[src/rtl/pipeline_ctrl_if.sv]
// rtl/pipeline_ctrl_if.sv - hazard inputs and pipeline-register control bundle for pipeline_ctrl
interface pipeline_ctrl_if;
  logic [4:0]  ID_rs1;
  logic [4:0]  ID_rs2;
  logic [2:0]  ID_ValidReg;
  logic [4:0]  EX_rd;
  logic [2:0]  EX_ValidReg;
  logic        EX_MemRead;
  logic        EX_redirect;
  logic        IF_ready;
  logic        MEM_req;
  logic        MEM_ready;
  logic        pc_en;
  logic        IF_ID_en;
  logic        ID_EX_en;
  logic        EX_MEM_en;
  logic        MEM_WB_en;
  logic        IF_ID_flush;
  logic        ID_EX_flush;
  logic        MEM_WB_bubble;
  logic [1:0]  state;
  logic        mem_fault;
  logic [31:0] stall_cnt;
  logic [31:0] flush_cnt;
  logic [31:0] lu_cnt;

  modport master (
    output ID_rs1, ID_rs2, ID_ValidReg, EX_rd, EX_ValidReg, EX_MemRead,
           EX_redirect, IF_ready, MEM_req, MEM_ready,
    input  pc_en, IF_ID_en, ID_EX_en, EX_MEM_en, MEM_WB_en,
           IF_ID_flush, ID_EX_flush, MEM_WB_bubble,
           state, mem_fault, stall_cnt, flush_cnt, lu_cnt
  );

  modport slave (
    input  ID_rs1, ID_rs2, ID_ValidReg, EX_rd, EX_ValidReg, EX_MemRead,
           EX_redirect, IF_ready, MEM_req, MEM_ready,
    output pc_en, IF_ID_en, ID_EX_en, EX_MEM_en, MEM_WB_en,
           IF_ID_flush, ID_EX_flush, MEM_WB_bubble,
           state, mem_fault, stall_cnt, flush_cnt, lu_cnt
  );
endinterface

[src/rtl/pipeline_ctrl.sv]
// rtl/pipeline_ctrl.sv - RV100 stall/flush sequencer with data-memory timeout FSM
// Optional performance counters: define PIPECTRL_PERF_EN.
module pipeline_ctrl #(
  parameter int MEM_TIMEOUT = 255
) (
  input  logic          clk,
  input  logic          rst_n,
  pipeline_ctrl_if.slave bus
);

  localparam int WCW = (MEM_TIMEOUT < 2) ? 1 : $clog2(MEM_TIMEOUT + 1);

  typedef enum logic [1:0] {
    RUN      = 2'd0,
    MEM_WAIT = 2'd1,
    FAULT    = 2'd2
  } state_e;

  state_e         state_q, state_d;
  logic [WCW-1:0] wait_cnt_q, wait_cnt_d;
  logic           mem_fault_q, mem_fault_d;

  logic mem_stall, load_use, timeout;
  logic pc_en, if_id_en, id_ex_en, ex_mem_en, mem_wb_en;
  logic if_id_flush, id_ex_flush, mem_wb_bubble;

  assign mem_stall = bus.MEM_req & ~bus.MEM_ready;
  assign load_use  = bus.EX_MemRead & bus.EX_ValidReg[0] & (bus.EX_rd != 5'd0) &
                     ((bus.ID_ValidReg[1] & (bus.ID_rs1 == bus.EX_rd)) |
                      (bus.ID_ValidReg[2] & (bus.ID_rs2 == bus.EX_rd)));

  // Fault fires on the cycle that would be the N-th consecutive stall.
  always_comb begin
    timeout = 1'b0;
    if ((MEM_TIMEOUT != 0) && mem_stall && (wait_cnt_q == WCW'(MEM_TIMEOUT - 1)))
      timeout = 1'b1;
  end

  always_ff @(posedge clk) begin
    if (!rst_n) begin
      state_q     <= RUN;
      wait_cnt_q  <= '0;
      mem_fault_q <= 1'b0;
    end else begin
      state_q     <= state_d;
      wait_cnt_q  <= wait_cnt_d;
      mem_fault_q <= mem_fault_d;
    end
  end

  always_comb begin
    state_d    = state_q;
    wait_cnt_d = '0;
    if (state_q != FAULT) begin
      if (timeout)        state_d = FAULT;
      else if (mem_stall) state_d = MEM_WAIT;
      else                state_d = RUN;
      if (mem_stall) wait_cnt_d = wait_cnt_q + WCW'(1);
    end
    mem_fault_d = mem_fault_q | (state_d == FAULT);
  end

  always_comb begin
    pc_en         = 1'b1;
    if_id_en      = 1'b1;
    id_ex_en      = 1'b1;
    ex_mem_en     = 1'b1;
    mem_wb_en     = 1'b1;
    if_id_flush   = 1'b0;
    id_ex_flush   = 1'b0;
    mem_wb_bubble = 1'b0;
    if (state_q == FAULT) begin
      pc_en     = 1'b0;
      if_id_en  = 1'b0;
      id_ex_en  = 1'b0;
      ex_mem_en = 1'b0;
      mem_wb_en = 1'b0;
    end else if (mem_stall) begin
      // EX is frozen, so a pending redirect simply re-presents after release.
      pc_en         = 1'b0;
      if_id_en      = 1'b0;
      id_ex_en      = 1'b0;
      ex_mem_en     = 1'b0;
      mem_wb_bubble = 1'b1;
    end else if (bus.EX_redirect) begin
      if_id_flush = 1'b1;
      id_ex_flush = 1'b1;
    end else if (load_use) begin
      pc_en       = 1'b0;
      if_id_en    = 1'b0;
      id_ex_flush = 1'b1;
    end else if (!bus.IF_ready) begin
      pc_en       = 1'b0;
      if_id_flush = 1'b1;
    end
  end

  assign bus.pc_en         = pc_en;
  assign bus.IF_ID_en      = if_id_en;
  assign bus.ID_EX_en      = id_ex_en;
  assign bus.EX_MEM_en     = ex_mem_en;
  assign bus.MEM_WB_en     = mem_wb_en;
  assign bus.IF_ID_flush   = if_id_flush;
  assign bus.ID_EX_flush   = id_ex_flush;
  assign bus.MEM_WB_bubble = mem_wb_bubble;
  assign bus.state         = state_q;
  assign bus.mem_fault     = mem_fault_q;

`ifdef PIPECTRL_PERF_EN
  logic [31:0] stall_cnt_q, stall_cnt_d;
  logic [31:0] flush_cnt_q, flush_cnt_d;
  logic [31:0] lu_cnt_q, lu_cnt_d;
  logic        active, redirect_fire, lu_fire;

  assign active        = (state_q != FAULT);
  assign redirect_fire = active & ~mem_stall & bus.EX_redirect;
  assign lu_fire       = active & ~mem_stall & ~bus.EX_redirect & load_use;

  always_comb begin
    stall_cnt_d = stall_cnt_q + {31'd0, active & ~pc_en};
    flush_cnt_d = flush_cnt_q + {31'd0, redirect_fire};
    lu_cnt_d    = lu_cnt_q + {31'd0, lu_fire};
  end

  always_ff @(posedge clk) begin
    if (!rst_n) begin
      stall_cnt_q <= '0;
      flush_cnt_q <= '0;
      lu_cnt_q    <= '0;
    end else begin
      stall_cnt_q <= stall_cnt_d;
      flush_cnt_q <= flush_cnt_d;
      lu_cnt_q    <= lu_cnt_d;
    end
  end

  assign bus.stall_cnt = stall_cnt_q;
  assign bus.flush_cnt = flush_cnt_q;
  assign bus.lu_cnt    = lu_cnt_q;
`else
  assign bus.stall_cnt = 32'd0;
  assign bus.flush_cnt = 32'd0;
  assign bus.lu_cnt    = 32'd0;
`endif

endmodule

[src/flat_wrapper.sv]
// flat-port wrapper written by rule: the top's interface ports become plain ports
module pipeline_ctrl_flat 
#(
  parameter int MEM_TIMEOUT = 255
)
  (clk, rst_n, bus_ID_rs1, bus_ID_rs2, bus_ID_ValidReg, bus_EX_rd, bus_EX_ValidReg, bus_EX_MemRead, bus_EX_redirect, bus_IF_ready, bus_MEM_req, bus_MEM_ready, bus_pc_en, bus_IF_ID_en, bus_ID_EX_en, bus_EX_MEM_en, bus_MEM_WB_en, bus_IF_ID_flush, bus_ID_EX_flush, bus_MEM_WB_bubble, bus_state, bus_mem_fault, bus_stall_cnt, bus_flush_cnt, bus_lu_cnt);
  pipeline_ctrl_if bus_i ();
  input  logic clk;
  input  logic rst_n;
  input wire logic [$bits(bus_i.ID_rs1)-1:0] bus_ID_rs1;
  input wire logic [$bits(bus_i.ID_rs2)-1:0] bus_ID_rs2;
  input wire logic [$bits(bus_i.ID_ValidReg)-1:0] bus_ID_ValidReg;
  input wire logic [$bits(bus_i.EX_rd)-1:0] bus_EX_rd;
  input wire logic [$bits(bus_i.EX_ValidReg)-1:0] bus_EX_ValidReg;
  input wire logic [$bits(bus_i.EX_MemRead)-1:0] bus_EX_MemRead;
  input wire logic [$bits(bus_i.EX_redirect)-1:0] bus_EX_redirect;
  input wire logic [$bits(bus_i.IF_ready)-1:0] bus_IF_ready;
  input wire logic [$bits(bus_i.MEM_req)-1:0] bus_MEM_req;
  input wire logic [$bits(bus_i.MEM_ready)-1:0] bus_MEM_ready;
  output wire logic [$bits(bus_i.pc_en)-1:0] bus_pc_en;
  output wire logic [$bits(bus_i.IF_ID_en)-1:0] bus_IF_ID_en;
  output wire logic [$bits(bus_i.ID_EX_en)-1:0] bus_ID_EX_en;
  output wire logic [$bits(bus_i.EX_MEM_en)-1:0] bus_EX_MEM_en;
  output wire logic [$bits(bus_i.MEM_WB_en)-1:0] bus_MEM_WB_en;
  output wire logic [$bits(bus_i.IF_ID_flush)-1:0] bus_IF_ID_flush;
  output wire logic [$bits(bus_i.ID_EX_flush)-1:0] bus_ID_EX_flush;
  output wire logic [$bits(bus_i.MEM_WB_bubble)-1:0] bus_MEM_WB_bubble;
  output wire logic [$bits(bus_i.state)-1:0] bus_state;
  output wire logic [$bits(bus_i.mem_fault)-1:0] bus_mem_fault;
  output wire logic [$bits(bus_i.stall_cnt)-1:0] bus_stall_cnt;
  output wire logic [$bits(bus_i.flush_cnt)-1:0] bus_flush_cnt;
  output wire logic [$bits(bus_i.lu_cnt)-1:0] bus_lu_cnt;
  assign bus_i.ID_rs1 = bus_ID_rs1;
  assign bus_i.ID_rs2 = bus_ID_rs2;
  assign bus_i.ID_ValidReg = bus_ID_ValidReg;
  assign bus_i.EX_rd = bus_EX_rd;
  assign bus_i.EX_ValidReg = bus_EX_ValidReg;
  assign bus_i.EX_MemRead = bus_EX_MemRead;
  assign bus_i.EX_redirect = bus_EX_redirect;
  assign bus_i.IF_ready = bus_IF_ready;
  assign bus_i.MEM_req = bus_MEM_req;
  assign bus_i.MEM_ready = bus_MEM_ready;
  assign bus_pc_en = bus_i.pc_en;
  assign bus_IF_ID_en = bus_i.IF_ID_en;
  assign bus_ID_EX_en = bus_i.ID_EX_en;
  assign bus_EX_MEM_en = bus_i.EX_MEM_en;
  assign bus_MEM_WB_en = bus_i.MEM_WB_en;
  assign bus_IF_ID_flush = bus_i.IF_ID_flush;
  assign bus_ID_EX_flush = bus_i.ID_EX_flush;
  assign bus_MEM_WB_bubble = bus_i.MEM_WB_bubble;
  assign bus_state = bus_i.state;
  assign bus_mem_fault = bus_i.mem_fault;
  assign bus_stall_cnt = bus_i.stall_cnt;
  assign bus_flush_cnt = bus_i.flush_cnt;
  assign bus_lu_cnt = bus_i.lu_cnt;
  pipeline_ctrl #(.MEM_TIMEOUT(MEM_TIMEOUT)) u_core (.clk(clk), .rst_n(rst_n), .bus(bus_i));
endmodule
[config.mk]
export PLATFORM = sky130hd
export DESIGN_NAME = pipeline_ctrl_flat
export DESIGN_NICKNAME = d
export VERILOG_FILES = /design/src/rtl/pipeline_ctrl_if.sv /design/src/rtl/pipeline_ctrl.sv /design/src/flat_wrapper.sv
export SDC_FILE = /design/constraint.sdc
export NUM_CORES = 1
export LEC_CHECK = 0
export CORE_MARGIN = 2
export CORE_UTILIZATION = 55
export DETAILED_ROUTE_END_ITERATION = 8
export DONT_BUFFER_PORTS = 1
export PLACE_DENSITY = 0.73
export SLEW_MARGIN = 20
export SYNTH_ARGS = -nofsm -noshare
export SYNTH_HDL_FRONTEND = slang
export SYNTH_SLANG_ARGS = --single-unit
[constraint.sdc]
create_clock -name clk -period 4.15 [get_ports clk]
set_input_delay 0.83 -clock clk [delete_from_list [all_inputs] [get_ports clk]]
set_output_delay 0.83 -clock clk [all_outputs]
set_load 0.005 [all_outputs]
### Word-level counts from Yosys, hierarchy flattened

Cells that the tools add are included.

* flip-flop bits (word level): 11

* equality and inequality tests: 6
* bitwise operators: 9
* reduce and logical (&&, ||, !) cells: 3
* multiplexer cells: 27
* add/sub/neg operators: 1

Operator list (count)
* 2-to-1 mux 1 bit: 25
* == test 5 bit: 2
* adder 8 x 1 -> 8 bit, second input constant: 1
* == test 8 bit, second input constant: 1
* AND 1 bit: 6
* nonzero test 5 bit: 1
* == test 2 bit, second input constant: 2
* 2-to-1 mux 2 bit: 2
* AND reduction 3 bit: 1
* != test 2 bit, second input constant: 1
* bitwise OR 1 bit: 2
* logical AND 1 bit: 1
* inverter 1 bit: 1

### Longest topological paths before layout

* word-level depth: 8
* mapped depth: 5
* depth with buffers taken out: 5

### Least setup slack after synthesis

OpenSTA, ideal clock, no wires.

* kind: input-to-output
* start point: input bus_EX_rd[1]
* end point: output bus_IF_ID_flush
* slack: 1.576 ns
* required time: 3.320 ns
* data arrival time: 1.744 ns
* cell stages on the path: 4
* path through: or3_1 > o311a_1 > a21oi_2 > o21a_1

* cells in the longest elaborated chain, start to end: 8

Ends and longest elaborated chain
* start, declared: line flat_wrapper.sv:13 `input wire logic [$bits(bus_i.EX_rd)-1:0] bus_EX_rd;`
* == test 5 bit, on equally long branches: line pipeline_ctrl.sv:29, pipeline_ctrl.sv:30
* AND 1 bit, on equally long branches: line pipeline_ctrl.sv:29, pipeline_ctrl.sv:30
* bitwise OR 1 bit: line pipeline_ctrl.sv:29 `((bus.ID_ValidReg[1] & (bus.ID_rs1 == bus.EX_rd)) |`
* AND 1 bit (*): line pipeline_ctrl.sv:28 `assign load_use = bus.EX_MemRead & bus.EX_ValidReg[0] & (bus.EX_rd != 5'd0) &`
* 2-to-1 mux 1 bit (*): line pipeline_ctrl.sv:88 `end else if (load_use) begin`
* 2-to-1 mux 1 bit (*): line pipeline_ctrl.sv:85 `end else if (bus.EX_redirect) begin`
* 2-to-1 mux 1 bit (*): line pipeline_ctrl.sv:78 `end else if (mem_stall) begin`
* 2-to-1 mux 1 bit (*): line pipeline_ctrl.sv:72 `if (state_q == FAULT) begin`
* end, declared: line flat_wrapper.sv:25 `output wire logic [$bits(bus_i.IF_ID_flush)-1:0] bus_IF_ID_flush;`

Every way passes the cells marked *; elsewhere a longest branch is shown, timed or not.

### Worst setup path in the final report

Ends and elaborated chain as after synthesis.

==> impl_metrics.env <==
export IMPL_status="completed"
export IMPL_io_pins=135
export IMPL_grt_total_usage_pct=9.05
export IMPL_portBuffers=0
export IMPL_fp_dieArea_sq_um=2850
export IMPL_holdWs_ns=0.493
export IMPL_yosysSeqAreaShare_pct=16.4
export IMPL_synth_cell_type_count=24
export IMPL_gp_congestion=0.786
export IMPL_max_slew_margin_pct=59.9
export IMPL_synth_top_area_cell="buf_4"
export IMPL_initial_core_util_pct=59.5
export IMPL_async_reset_ff_share_pct=0
export IMPL_ant_nets=0
export IMPL_grt_use_met1_pct=9.90
export IMPL_syn_inst=168
export IMPL_tightest_slew_ns=0.600
export IMPL_synth_ff_type="dfxtp_1"
export IMPL_post_route_period_util_pct=63.2
export IMPL_final_util_pct=45.8
export IMPL_post_cts_buffers=0
export IMPL_ir_drop_mv=0.188
export IMPL_overflow=0
export IMPL_synth_most_common_cell="buf_4"
export IMPL_antenna_found_initial=0
export IMPL_max_freq_ghz=0.381
export IMPL_ys_ff_latch=11
export IMPL_grt_busiest_layer="met2"
export IMPL_slowest_delay_ns=0.36
export IMPL_cts_tree="done"
export IMPL_clockBufferDepth=2
export IMPL_start_kind="input port"
export IMPL_power_density_nw_per_um2=213
export IMPL_cap_violations=0
export IMPL_grt_max_degree=10
export IMPL_n_antenna_cell=0
export IMPL_num_vias=715
export IMPL_path_cells="or3_1, o311a_1, a21oi_2, o21a_1"
export IMPL_synthTopCellsByArea="buf_4 (54%), dfxtp_1 (16%), xnor2_1 (7.2%)"
export IMPL_synthTopCellsByCount="buf_4 (97), dfxtp_1 (11), xnor2_1 (11)"
export IMPL_dp_slack_ns=1.52
export IMPL_cts_buffers=3
export IMPL_area_growth_pct=-23.1
export IMPL_yosys_warnings=0
export IMPL_fin_ws_ns=1.53
export IMPL_crit_fanout=3
export IMPL_num_rows=17
export IMPL_layout_drive_gt1_share_pct=2.35
export IMPL_drv_slew=0
export IMPL_grtUsageMet3_pct=2.82
export IMPL_design_area_sq_um=1030
export IMPL_fin_skew_ns=0.00211
export IMPL_synth_edff_count=0
export IMPL_clkSinkCount=11
export IMPL_drt_pass1_iterations=3
export IMPL_die_w_um=53.4
export IMPL_coreArea_sq_um=2250
export IMPL_routed_wirelength_um=1660
export IMPL_hp_class="register to register"
export IMPL_worstSetupPathType="input port to primary output"
export IMPL_hold_viol_final=0
export IMPL_drc=0
export IMPL_grt_pass1_wl_um=1790
export IMPL_dp_cells=194
export IMPL_final_cell_count_no_fill=198
export IMPL_fillers=242
export IMPL_clk_pin_slew_ns=0.07
export IMPL_totalPowerFinal_mw=0.220
export IMPL_critPathSlowestCell="or3_1"
export IMPL_cp_end_kind="primary output"
export IMPL_grt_pass1_vias=429
export IMPL_netlist_area_sq_um=1340
export IMPL_fin_tns_setup_ns=0
export IMPL_htreeDepth=1
export IMPL_worstPathRequired_ns=3.32
export IMPL_synth_top_area_share_pct=54.2
export IMPL_synth_area_per_cell_sq_um=7.99
export IMPL_fp_dieH_um=53.4
export IMPL_finalCriticalPeriod_ns=2.62
export IMPL_use_met2_pct=14.6
export IMPL_hold_buffers=0
export IMPL_p_leak_nw=0.550
export IMPL_arrival_ns=1.79
export IMPL_final_nets=201
export IMPL_dp_hpwl_um=1490
export IMPL_drtIter0Drc=11
export IMPL_cts_root_buf="clkbuf_4"
export IMPL_clock_latency_ns=0.26
export IMPL_cts_resized=0
export IMPL_drt_wirelength_per_cell_um=8.38
export IMPL_setup_viol=0
export IMPL_vias_per_cell=3.61
export IMPL_postPlaceCellArea_sq_um=1010
export IMPL_rsz0062_at_grt="no"
[power breakdown]
part	internal [mW]	switching [mW]	total, mW
combinational	0.0117	0.0299	0.0416
clock	0.0372	0.0336	0.0708
sequential	0.106	0.000937	0.107
[path summary, 6_finish.rpt]
check / start / endpoint / slack [ns] / depth (start not counted)
setup / recovery: bus_EX_rd[1] / bus_IF_ID_flush / 1.53 / 4
hold / removal: u_core.wait_cnt_q[0] / u_core.wait_cnt_q[0] / 0.49 / 1
setup reg to reg: u_core.bus.state[0] / u_core.bus.mem_fault / 2.65 / 4
hold reg to reg: u_core.wait_cnt_q[0] / u_core.wait_cnt_q[0] / 0.49 / 1
[placed cells by master (no fill, tap or decap)]
cell      Yosys  final
a21oi_2       1      1
a21boi_1      2      2
clkbuf_1      0      1
nor2_1        8      8
or3_1         1      1
nand2b_1      1      1
nand2_1       4      4
and2_1        1      1
conb_1        1     96
o21ai_0       1      1
dfxtp_1      11     11
xor2_1        5      5
o21ba_1       1      1
inv_1         3      3
nand4_1       2      2
and3_1        3      3
xnor2_1      11     11
a21oi_1       1      1
nor2b_1       1      1
ha_1          2      2
nand3_1       6      6
clkbuf_4      0      3
o22ai_1       1      1
o21a_1        3      3
o311a_1       1      1
[critical path: cells and delay by family]
family | cells | cell delay [ns]
AOI/OAI and AO/OA | 3 | 0.61
and+or+nand+nor | 1 | 0.36
[area by class of cell]
type / instances / area, sq um / area share (%)
inverters: 3 / 11.3 / 1.09
clock buffers: 4 / 26.3 / 2.55
multi-input cells: 152 / 739 / 71.6
well taps: 28 / 35.0 / 3.39
flip-flops and latches: 11 / 220 / 21.3
[kinds of logic after synthesis]
family / Yosys count / share of synthesized area [%]
XOR/XNOR: 16 / 10.4
other: 1 / 0.279
AND/OR/NAND/NOR: 27 / 9.79
adder cells (fa/ha/maj): 2 / 1.86
buffers and inverters: 100 / 55.1
flip-flops: 11 / 16.4
AO/OA/AOI/OAI: 11 / 6.15
[layer usage]
layer,up-vias,share of wire (%)
met1,314,31
li1,341,-
met2,58,55
met5,-,0
met3,2,14
met4,0,0.24
[flip-flops by register name, indices dropped and copies added (netlist names)]
signal / cells
u_core.bus.mem_fault: 1
u_core.bus.state: 2
u_core.wait_cnt_q: 8
No activity file was read; power rests on OpenSTA's default activity.
